**src/rtl/vec_mask_pkg.sv**
```systemverilog
// vec_mask_pkg: shared widths, carry-save pair type and FSM states for the mask-popcount accumulator.
package vec_mask_pkg;
   localparam int CHUNK = 64;
   localparam int CS_W  = 7;
   typedef logic [1:0][CS_W-1:0] cs_pair_t;
   typedef enum logic [1:0] {IDLE, ACC, DONE} popc_state_e;
endpackage

```
**src/rtl/cs_resolve.sv**
```systemverilog
// cs_resolve: resolves a 7+7 carry-save pair to an 8-bit beat count and flags sums above one chunk.
module cs_resolve
   import vec_mask_pkg::*;
(
   input  cs_pair_t   cs_i,
   output logic [7:0] sum_o,
   output logic       ovf_o
);
   assign sum_o = 8'(cs_i[0]) + 8'(cs_i[1]);
   assign ovf_o = sum_o > 8'(CHUNK);
endmodule

```
**src/rtl/mask_popc_accum.sv**
```systemverilog
// mask_popc_accum: accumulates resolved per-chunk popcounts over a multi-beat mask and returns one count.
module mask_popc_accum
   import vec_mask_pkg::*;
#(
   parameter  int VLEN   = 256,
   localparam int NBEATS = VLEN / CHUNK,
   localparam int CNT_W  = $clog2(VLEN + 1)
) (
   input  logic             clk,
   input  logic             rst_n,
   input  logic             flush_i,
   input  logic             in_valid_i,
   output logic             in_ready_o,
   input  cs_pair_t         in_cs_i,
   input  logic             in_last_i,
   output logic             out_valid_o,
   input  logic             out_ready_i,
   output logic [CNT_W-1:0] out_count_o,
   output logic             out_zero_o,
   output logic             err_o
);
   localparam int BC_W = $clog2(NBEATS + 1);

   popc_state_e      state_q;
   logic [CNT_W-1:0] acc_q, acc_d, out_count_q;
   logic [BC_W-1:0]  beat_cnt_q;
   logic             out_valid_q, out_zero_q, err_q;
   logic             accept, cap, last;
   logic [7:0]       sum;
   logic             ovf;

   cs_resolve u_resolve (.cs_i(in_cs_i), .sum_o(sum), .ovf_o(ovf));

   assign in_ready_o = state_q != DONE;
   assign accept     = in_valid_i & in_ready_o;
   // The NBEATS-th beat closes the instruction even without last, so the FSM cannot hang.
   assign cap        = beat_cnt_q == BC_W'(NBEATS - 1);
   assign last       = in_last_i | cap;
   assign acc_d      = acc_q + CNT_W'(sum);

   always_ff @(posedge clk or negedge rst_n) begin
      if (!rst_n) begin
         state_q     <= IDLE;
         acc_q       <= '0;
         beat_cnt_q  <= '0;
         out_valid_q <= 1'b0;
         out_count_q <= '0;
         out_zero_q  <= 1'b0;
         err_q       <= 1'b0;
      end else if (flush_i) begin
         state_q     <= IDLE;
         acc_q       <= '0;
         beat_cnt_q  <= '0;
         out_valid_q <= 1'b0;
      end else if (accept) begin
         err_q <= err_q | ovf | (cap & ~in_last_i);
         if (last) begin
            state_q     <= DONE;
            acc_q       <= '0;
            beat_cnt_q  <= '0;
            out_valid_q <= 1'b1;
            out_count_q <= acc_d;
            out_zero_q  <= acc_d == '0;
         end else begin
            state_q    <= ACC;
            acc_q      <= acc_d;
            beat_cnt_q <= beat_cnt_q + BC_W'(1);
         end
      end else if (state_q == DONE && out_ready_i) begin
         state_q     <= IDLE;
         out_valid_q <= 1'b0;
      end
   end

   assign out_valid_o = out_valid_q;
   assign out_count_o = out_count_q;
   assign out_zero_o  = out_zero_q;
   assign err_o       = err_q;
endmodule

```
**config.mk**
```make
export PLATFORM = sky130hd
export DESIGN_NAME = mask_popc_accum
export DESIGN_NICKNAME = d
export VERILOG_FILES = /design/src/rtl/vec_mask_pkg.sv /design/src/rtl/cs_resolve.sv /design/src/rtl/mask_popc_accum.sv
export SDC_FILE = /design/constraint.sdc
export NUM_CORES = 1
export LEC_CHECK = 0
export ABC_AREA = 1
export BUFFER_PORTS_ARGS = -buffer_cell sky130_fd_sc_hd__buf_2
export CORE_MARGIN = 2
export CORE_UTILIZATION = 40
export DETAILED_ROUTE_END_ITERATION = 12
export GPL_TIMING_DRIVEN = 0
export PLACE_DENSITY_LB_ADDON = 0.25
export SYNTH_ARGS = -nofsm -noshare
export SYNTH_HDL_FRONTEND = slang
export SYNTH_SLANG_ARGS = --single-unit
```
**constraint.sdc**
```tcl
create_clock -name clk -period 4.1 [get_ports clk]
set_input_delay 0.41 -clock clk [delete_from_list [all_inputs] [get_ports clk]]
set_output_delay 0.41 -clock clk [all_outputs]
set_load 0.005 [all_outputs]
```
Yosys cells after proc, flatten, opt, wreduce, memory -nomap -nowiden. Index checks and enable logic that the tools add are counted.

Bits in registers: 26. Output and inout bits: 13. Input port bits: 20. Logic and storage cells: 43.

Reduce and logical (&&, ||, !) cells: 7. Muxes and demuxes: 14. Add/sub/neg operators: 3. Magnitude comparators: 1. Bitwise operators: 7. Equality and inequality tests: 4.

Operators with widths (number): $mux 9 (3); $add 9x8->9 (1); $logic_not 9->1 (1); $mux 3 (3); $add 7x7->8 (1); $gt 8x7->1 const B (1); $mux 2 (4); $mux 1 (4); $reduce_and 2->1 (2); $add 3x1->3 const B (1); $eq 3x2->1 const B (1); $ne 3x2->1 const B (1); $or 1x1->1 (3); $reduce_and 3->1 (1); $reduce_bool 3->1 (1); $and 1x1->1 (2); $eq 2x2->1 const B (1); $ne 2x2->1 const B (1); $not 1->1 (2); $reduce_bool 2->1 (1); $logic_and 1x1->1 (1).

Logic depth before layout (Yosys ltp).
Word-level depth: 5. Gate-level depth with buffers: 19.

Modules after synthesis. Synthesis repeated with hierarchy kept, for this count alone.

Cells, all modules: 241. Area total of the unflattened synthesis: 1823.0 um^2.

Modules (own cells, without submodules): mask_popc_accum (cells an instance 179, area an instance 1466.4 um^2, times used 1, seq. area each 650.6 um^2); cs_resolve (cells an instance 62, area an instance 356.6 um^2, times used 1, seq. area each 0.0 um^2).

Worst setup path after synthesis. OpenSTA, ideal clock, no wires.

Path type: input to register. Start: input port in_cs_i[0] (netlist name). End: register out_zero_q, in the netlist out_zero_o. Path slack: 1672 ps. Library setup time: 65 ps. Arrival: 2363 ps. Path buffers: 0. Data required time: 4035 ps. Cell stages on the path: 19. Path through: ha_1 -> fa_1 -> nand3_1 -> nand2_1 -> nand3_1 -> nand2_1 -> nand2_1 -> nand2_2 -> ha_1 -> nand2_1 -> nor2_1 -> nand2_1 -> nand2_1 -> nand2_1 -> nand2_1 -> nand2_1 -> nor2_1 -> nand2_1 -> nand2_1.

Cells in the longest elaborated chain, start to end: 3.

RTL lines: start, declared (RTL line mask_popc_accum.sv:14) `input cs_pair_t in_cs_i,`; $add 7x7->8 (RTL line cs_resolve.sv:9) `assign sum_o = 8'(cs_i[0]) + 8'(cs_i[1]);`; $add 9x8->9 (RTL line mask_popc_accum.sv:39) `assign acc_d = acc_q + CNT_W'(sum);`; $logic_not 9->1 (RTL line mask_popc_accum.sv:63) `out_zero_q <= acc_d == '0;`; end signal, assigned (RTL line mask_popc_accum.sv:48) `out_zero_q <= 1'b0;`; end signal, assigned (RTL line mask_popc_accum.sv:63); end, declared (RTL line mask_popc_accum.sv:27) `logic out_valid_q, out_zero_q, err_q;`.

No other way between the ends. A chain may end at the register's enable or synchronous reset.

Worst setup path after layout. Same ends and word-level chain as after synthesis.

==> report_table.html <==
<table>
<tr><th>Metric</th><th>Value</th></tr>
<tr><th colspan="2">Floorplan</th></tr>
<tr><td>Chip height</td><td>71.1 um</td></tr>
<tr><td>Row count</td><td>24</td></tr>
<tr><td>Chip width</td><td>71.1 um</td></tr>
<tr><td>Full die area</td><td>5060 um^2</td></tr>
<tr><td>I/O pin count</td><td>33</td></tr>
<tr><td>Core ar.</td><td>4350 um^2</td></tr>
<tr><td>Initial Utilization</td><td>around two fifths</td></tr>
<tr><th colspan="2">Clocking</th></tr>
<tr><td>Clock tree from TritonCTS</td><td>done</td></tr>
<tr><td>Cells resized by post-CTS repair</td><td>0</td></tr>
<tr><td>Number of buffers inserted during clock tree synthesis</td><td>3</td></tr>
<tr><td>Sink Count</td><td>26</td></tr>
<tr><td>Latest clock arrival within the worst-skew pair</td><td>270 ps</td></tr>
<tr><td>Library cell used as clock root buffer</td><td>sky130_fd_sc_hd__clkbuf_8</td></tr>
<tr><td>Number of buffers added for setup after CTS</td><td>0</td></tr>
<tr><td>Hold buffers post-CTS</td><td>0</td></tr>
<tr><td>Clock Path Buffers</td><td>2</td></tr>
<tr><td>Post-CTS clock slew at the launch and capture registers of the worst setup and hold paths</td><td>roughly 80 ps</td></tr>
<tr><td>Number of H-tree levels</td><td>1</td></tr>
<tr><th colspan="2">Synthesis</th></tr>
<tr><td>Combined area of all synthesized cells</td><td>1800 um^2</td></tr>
<tr><td>Net count after synthesis</td><td>275</td></tr>
<tr><td>Post-Syn Instances</td><td>about 240</td></tr>
<tr><td>Async set-reset flop share out of synthesis</td><td>100%</td></tr>
<tr><td>Flip-flop and latch count after synthesis</td><td>26</td></tr>
<tr><td>Most used flip-flop cell after synthesis</td><td>sky130_fd_sc_hd__dfrtp_1</td></tr>
<tr><td>Avg Synthesized Cell Area</td><td>7.63 um^2</td></tr>
<tr><td>Warnings, synthesis</td><td>0</td></tr>
<tr><td>Part of the Yosys area used for sequential elements</td><td>36.1%</td></tr>
<tr><td>Synth unique cells</td><td>29</td></tr>
<tr><td>Number of enable-type register cells in the synthesized netlist</td><td>0</td></tr>
<tr><th colspan="2">Placed design</th></tr>
<tr><td>Post-placement worst setup slack</td><td>~1300 ps</td></tr>
<tr><td>Sum of net half-perimeters after detailed placement</td><td>2930 um</td></tr>
<tr><td>Post-detailed-placement cell area</td><td>2030 um^2</td></tr>
<tr><td>Routability cong.</td><td>0.767</td></tr>
<tr><td>Count of port buffers added during placement</td><td>32</td></tr>
<tr><th colspan="2">Timing</th></tr>
<tr><td>Max-slew violation total from the final report</td><td>0</td></tr>
<tr><td>Final worst path period need</td><td>2520 ps</td></tr>
<tr><td>Worst Clk Skew</td><td>2.04 ps</td></tr>
<tr><td>Worst hold slack</td><td>127 ps</td></tr>
<tr><td>Post-route setup slack</td><td>1580 ps</td></tr>
<tr><td>Worst slew margin relative to its limit</td><td>between 60% and 70%</td></tr>
<tr><td>Final setup violation count</td><td>0</td></tr>
<tr><td>Ratio of final minimum period to clock period</td><td>around 62%</td></tr>
<tr><td>Final-report hold violation count</td><td>0</td></tr>
<tr><td>Fmax</td><td>397 MHz</td></tr>
<tr><td>Unrepaired setup endpoints after global routing</td><td>no</td></tr>
<tr><td>Slew of the pin with the lowest slew margin</td><td>572 ps</td></tr>
<tr><td>Total Negative Setup Slacks</td><td>0 ps</td></tr>
<tr><th colspan="2">Route</th></tr>
<tr><td>Vias</td><td>1,563</td></tr>
<tr><td>Routed Antenna Nets</td><td>0</td></tr>
<tr><td>Routed via count divided by cell count</td><td>about 4.8</td></tr>
<tr><td>Pre-antenna DRT Iters</td><td>4</td></tr>
<tr><td>Starting DRC count in detailed routing</td><td>66</td></tr>
<tr><td># DRC</td><td>0</td></tr>
<tr><td>Post-detailed-route wirelength per cell</td><td>11.1 um</td></tr>
<tr><td>Routed wire length</td><td>3570 um</td></tr>
<tr><th colspan="2">Global route</th></tr>
<tr><td>Wire length of the first global-routing pass</td><td>6550 um</td></tr>
<tr><td>Maximum number of pins on one net before global-route repair</td><td>27</td></tr>
<tr><td>Via count of the first global-routing pass</td><td>1,515</td></tr>
<tr><td>Aggregate global-route resource usage</td><td>15.9%</td></tr>
<tr><td>GR Overflow Total</td><td>0</td></tr>
<tr><td>Antenna violations before repair</td><td>0</td></tr>
<tr><th colspan="2">Worst setup path</th></tr>
<tr><td>Arrival time of data at the critical path endpoint</td><td>2730 ps</td></tr>
<tr><td>Worst endpoint required time</td><td>4310 ps</td></tr>
<tr><td>Critical R2R Capture</td><td>out_zero_o</td></tr>
<tr><td>Critical Path Source Type</td><td>primary input</td></tr>
<tr><td>Critical R2R Launch</td><td>acc_q[0]</td></tr>
<tr><td>Critical-path maximum fanout</td><td>5</td></tr>
<tr><td>Register-to-Register Path Depth</td><td>14</td></tr>
<tr><td>Setup slack of the most critical reg-to-reg path</td><td>roughly 2200 ps</td></tr>
<tr><td>Classification of the worst setup path</td><td>in -&gt; reg</td></tr>
<tr><td>Type of element capturing the critical path</td><td>flop</td></tr>
<tr><th colspan="2">Power and ir drop</th></tr>
<tr><td>Worst VDD drop</td><td>approximately 0.16 mV</td></tr>
<tr><td>Leakage power figure</td><td>1.16 nW</td></tr>
<tr><td>Tot Pwr</td><td>0.713 mW</td></tr>
<tr><td>Power density relative to cell area</td><td>~340 nW/um^2</td></tr>
<tr><th colspan="2">Final layout</th></tr>
<tr><td>Most frequent cells in the layout</td><td>63 x sky130_fd_sc_hd__nand2_1, 33 x sky130_fd_sc_hd__buf_2, 32 x sky130_fd_sc_hd__inv_1</td></tr>
<tr><td>Sequential cell area in the final layout</td><td>651 um^2</td></tr>
<tr><td>Synthesis-to-finish area growth</td><td>14.8%</td></tr>
<tr><td>Number of antenna diodes</td><td>0</td></tr>
<tr><td>Fraction of final layout cells with drive strength greater than 1</td><td>a little under a fifth</td></tr>
<tr><td>Final #Nets</td><td>around 310</td></tr>
<tr><td>Multi-input gate area</td><td>1000 um^2</td></tr>
<tr><td>Cell area after layout</td><td>2070 um^2</td></tr>
<tr><td>Most frequent standard cell in the layout excluding fill and tap cells</td><td>sky130_fd_sc_hd__nand2_1</td></tr>
<tr><td>Number of fill cells in the layout</td><td>442</td></tr>
<tr><th colspan="2">Run status</th></tr>
<tr><td>Outcome</td><td>finished clean</td></tr>
<tr><th colspan="2">Worst hold path</th></tr>
<tr><td>Type of the tightest min-delay check</td><td>in -&gt; async</td></tr>
<tr><th colspan="2">Flow run</th></tr>
<tr><td>Max-cap check violation count</td><td>0</td></tr>
</table>
## how the worst max path moves through the flow
stage,end,cells after the start,from
4_1_cts,out_zero_o,20,in_cs_i[0]
5_1_grt,out_zero_o,20,in_cs_i[0]
3_5_place_dp,out_zero_o,20,in_cs_i[0]
6_report,out_zero_o,20,in_cs_i[0]
3_3_place_gp,out_zero_o,20,in_cs_i[0]
2_1_floorplan,out_zero_o,19,in_cs_i[0]
## final cells by class
cell class | count | share of cell area, %
plain buffers | 2 | 0.786
clock buffers | 3 | 2.00
inverters | 35 | 6.35
multi-input cells | 173 | 48.5
flip-flops and latches | 26 | 31.5
well taps | 52 | 3.15
repair buffers | 32 | 7.74
## power breakdown
group,switching [mW],internal (mW)
registers,0.0221,0.296
clock network,0.0749,0.0658
logic,0.149,0.105
total,0.246,0.467
## Yosys cell counts (2+ instances only)
| cell | instances | share of area, % |
|---|---|---|
| sky130_fd_sc_hd__nand4_1 | 5 | 1.7 |
| sky130_fd_sc_hd__o22ai_1 | 3 | 1.0 |
| sky130_fd_sc_hd__dfrtp_1 | 26 | 36 |
| sky130_fd_sc_hd__nand2_2 | 5 | 1.7 |
| sky130_fd_sc_hd__a21oi_1 | 9 | 2.5 |
| sky130_fd_sc_hd__o21ai_1 | 9 | 2.5 |
| sky130_fd_sc_hd__xnor2_1 | 2 | 0.97 |
| sky130_fd_sc_hd__inv_1 | 32 | 6.7 |
| sky130_fd_sc_hd__ha_1 | 17 | 12 |
| sky130_fd_sc_hd__nand2_1 | 63 | 13 |
| sky130_fd_sc_hd__o21ai_0 | 8 | 2.2 |
| sky130_fd_sc_hd__fa_1 | 2 | 2.2 |
| sky130_fd_sc_hd__inv_2 | 3 | 0.62 |
| sky130_fd_sc_hd__nor2_1 | 14 | 2.9 |
| sky130_fd_sc_hd__nand3b_1 | 2 | 0.83 |
| sky130_fd_sc_hd__nand3_1 | 23 | 6.4 |
## sequential cells by signal, indices dropped and copies added (netlist names)
name,cells
err_o,1
out_count_o,9
beat_cnt_q,3
state_q,2
out_valid_o,1
out_zero_o,1
acc_q,9
## worst max-delay path, cell delays in order
cell                      delay (ps)
sky130_fd_sc_hd__buf_2           100
sky130_fd_sc_hd__ha_1            230
sky130_fd_sc_hd__fa_1            420
sky130_fd_sc_hd__nand3_1         110
sky130_fd_sc_hd__nand2_1          80
sky130_fd_sc_hd__nand3_1         100
sky130_fd_sc_hd__nand2_1          60
sky130_fd_sc_hd__nand2_1          70
sky130_fd_sc_hd__nand2_2          50
sky130_fd_sc_hd__ha_1            350
sky130_fd_sc_hd__nand2_1          90
sky130_fd_sc_hd__a21oi_1         140
sky130_fd_sc_hd__nor2_1           70
sky130_fd_sc_hd__nand2_1          60
sky130_fd_sc_hd__nand2_1          40
sky130_fd_sc_hd__nand2_1         100
sky130_fd_sc_hd__nand2_1          60
sky130_fd_sc_hd__nor2_1          100
sky130_fd_sc_hd__nand2_1          50
sky130_fd_sc_hd__nand2_1          50
## kinds of logic (layout without fill, tap and decap cells)
logic type | after synthesis | in the layout | synth area share (%)
AO/OA/AOI/OAI | 34 | 34 | 10.6
adder cells (fa/ha/maj) | 19 | 19 | 14.0
XOR/XNOR | 3 | 3 | 1.46
flip-flops | 26 | 26 | 36.1
AND/OR/NAND/NOR | 117 | 117 | 29.6
buffers and inverters | 37 | 72 | 8.19
## per-layer routing
| layer | routed length [um] | vias up | track usage, % |
|---|---|---|---|
| li1 | - | 845 | - |
| met1 | 1830 | 689 | 22.0 |
| met2 | 1600 | 24 | 26.0 |
| met3 | 115 | 5 | 3.70 |
| met4 | 31 | 0 | 2.73 |
| met5 | 0 | - | 0 |
## stage by stage
step | instances | utilization (%)
2_1_floorplan | 236 | -
3_3_place_gp | 320 | 46.6
6_report | 323 | 47.5
5_1_grt | 323 | 47.5
3_5_place_dp | 320 | 46.6
4_1_cts | 323 | 47.5
Note: power is estimated with default switching activity, not from simulation.
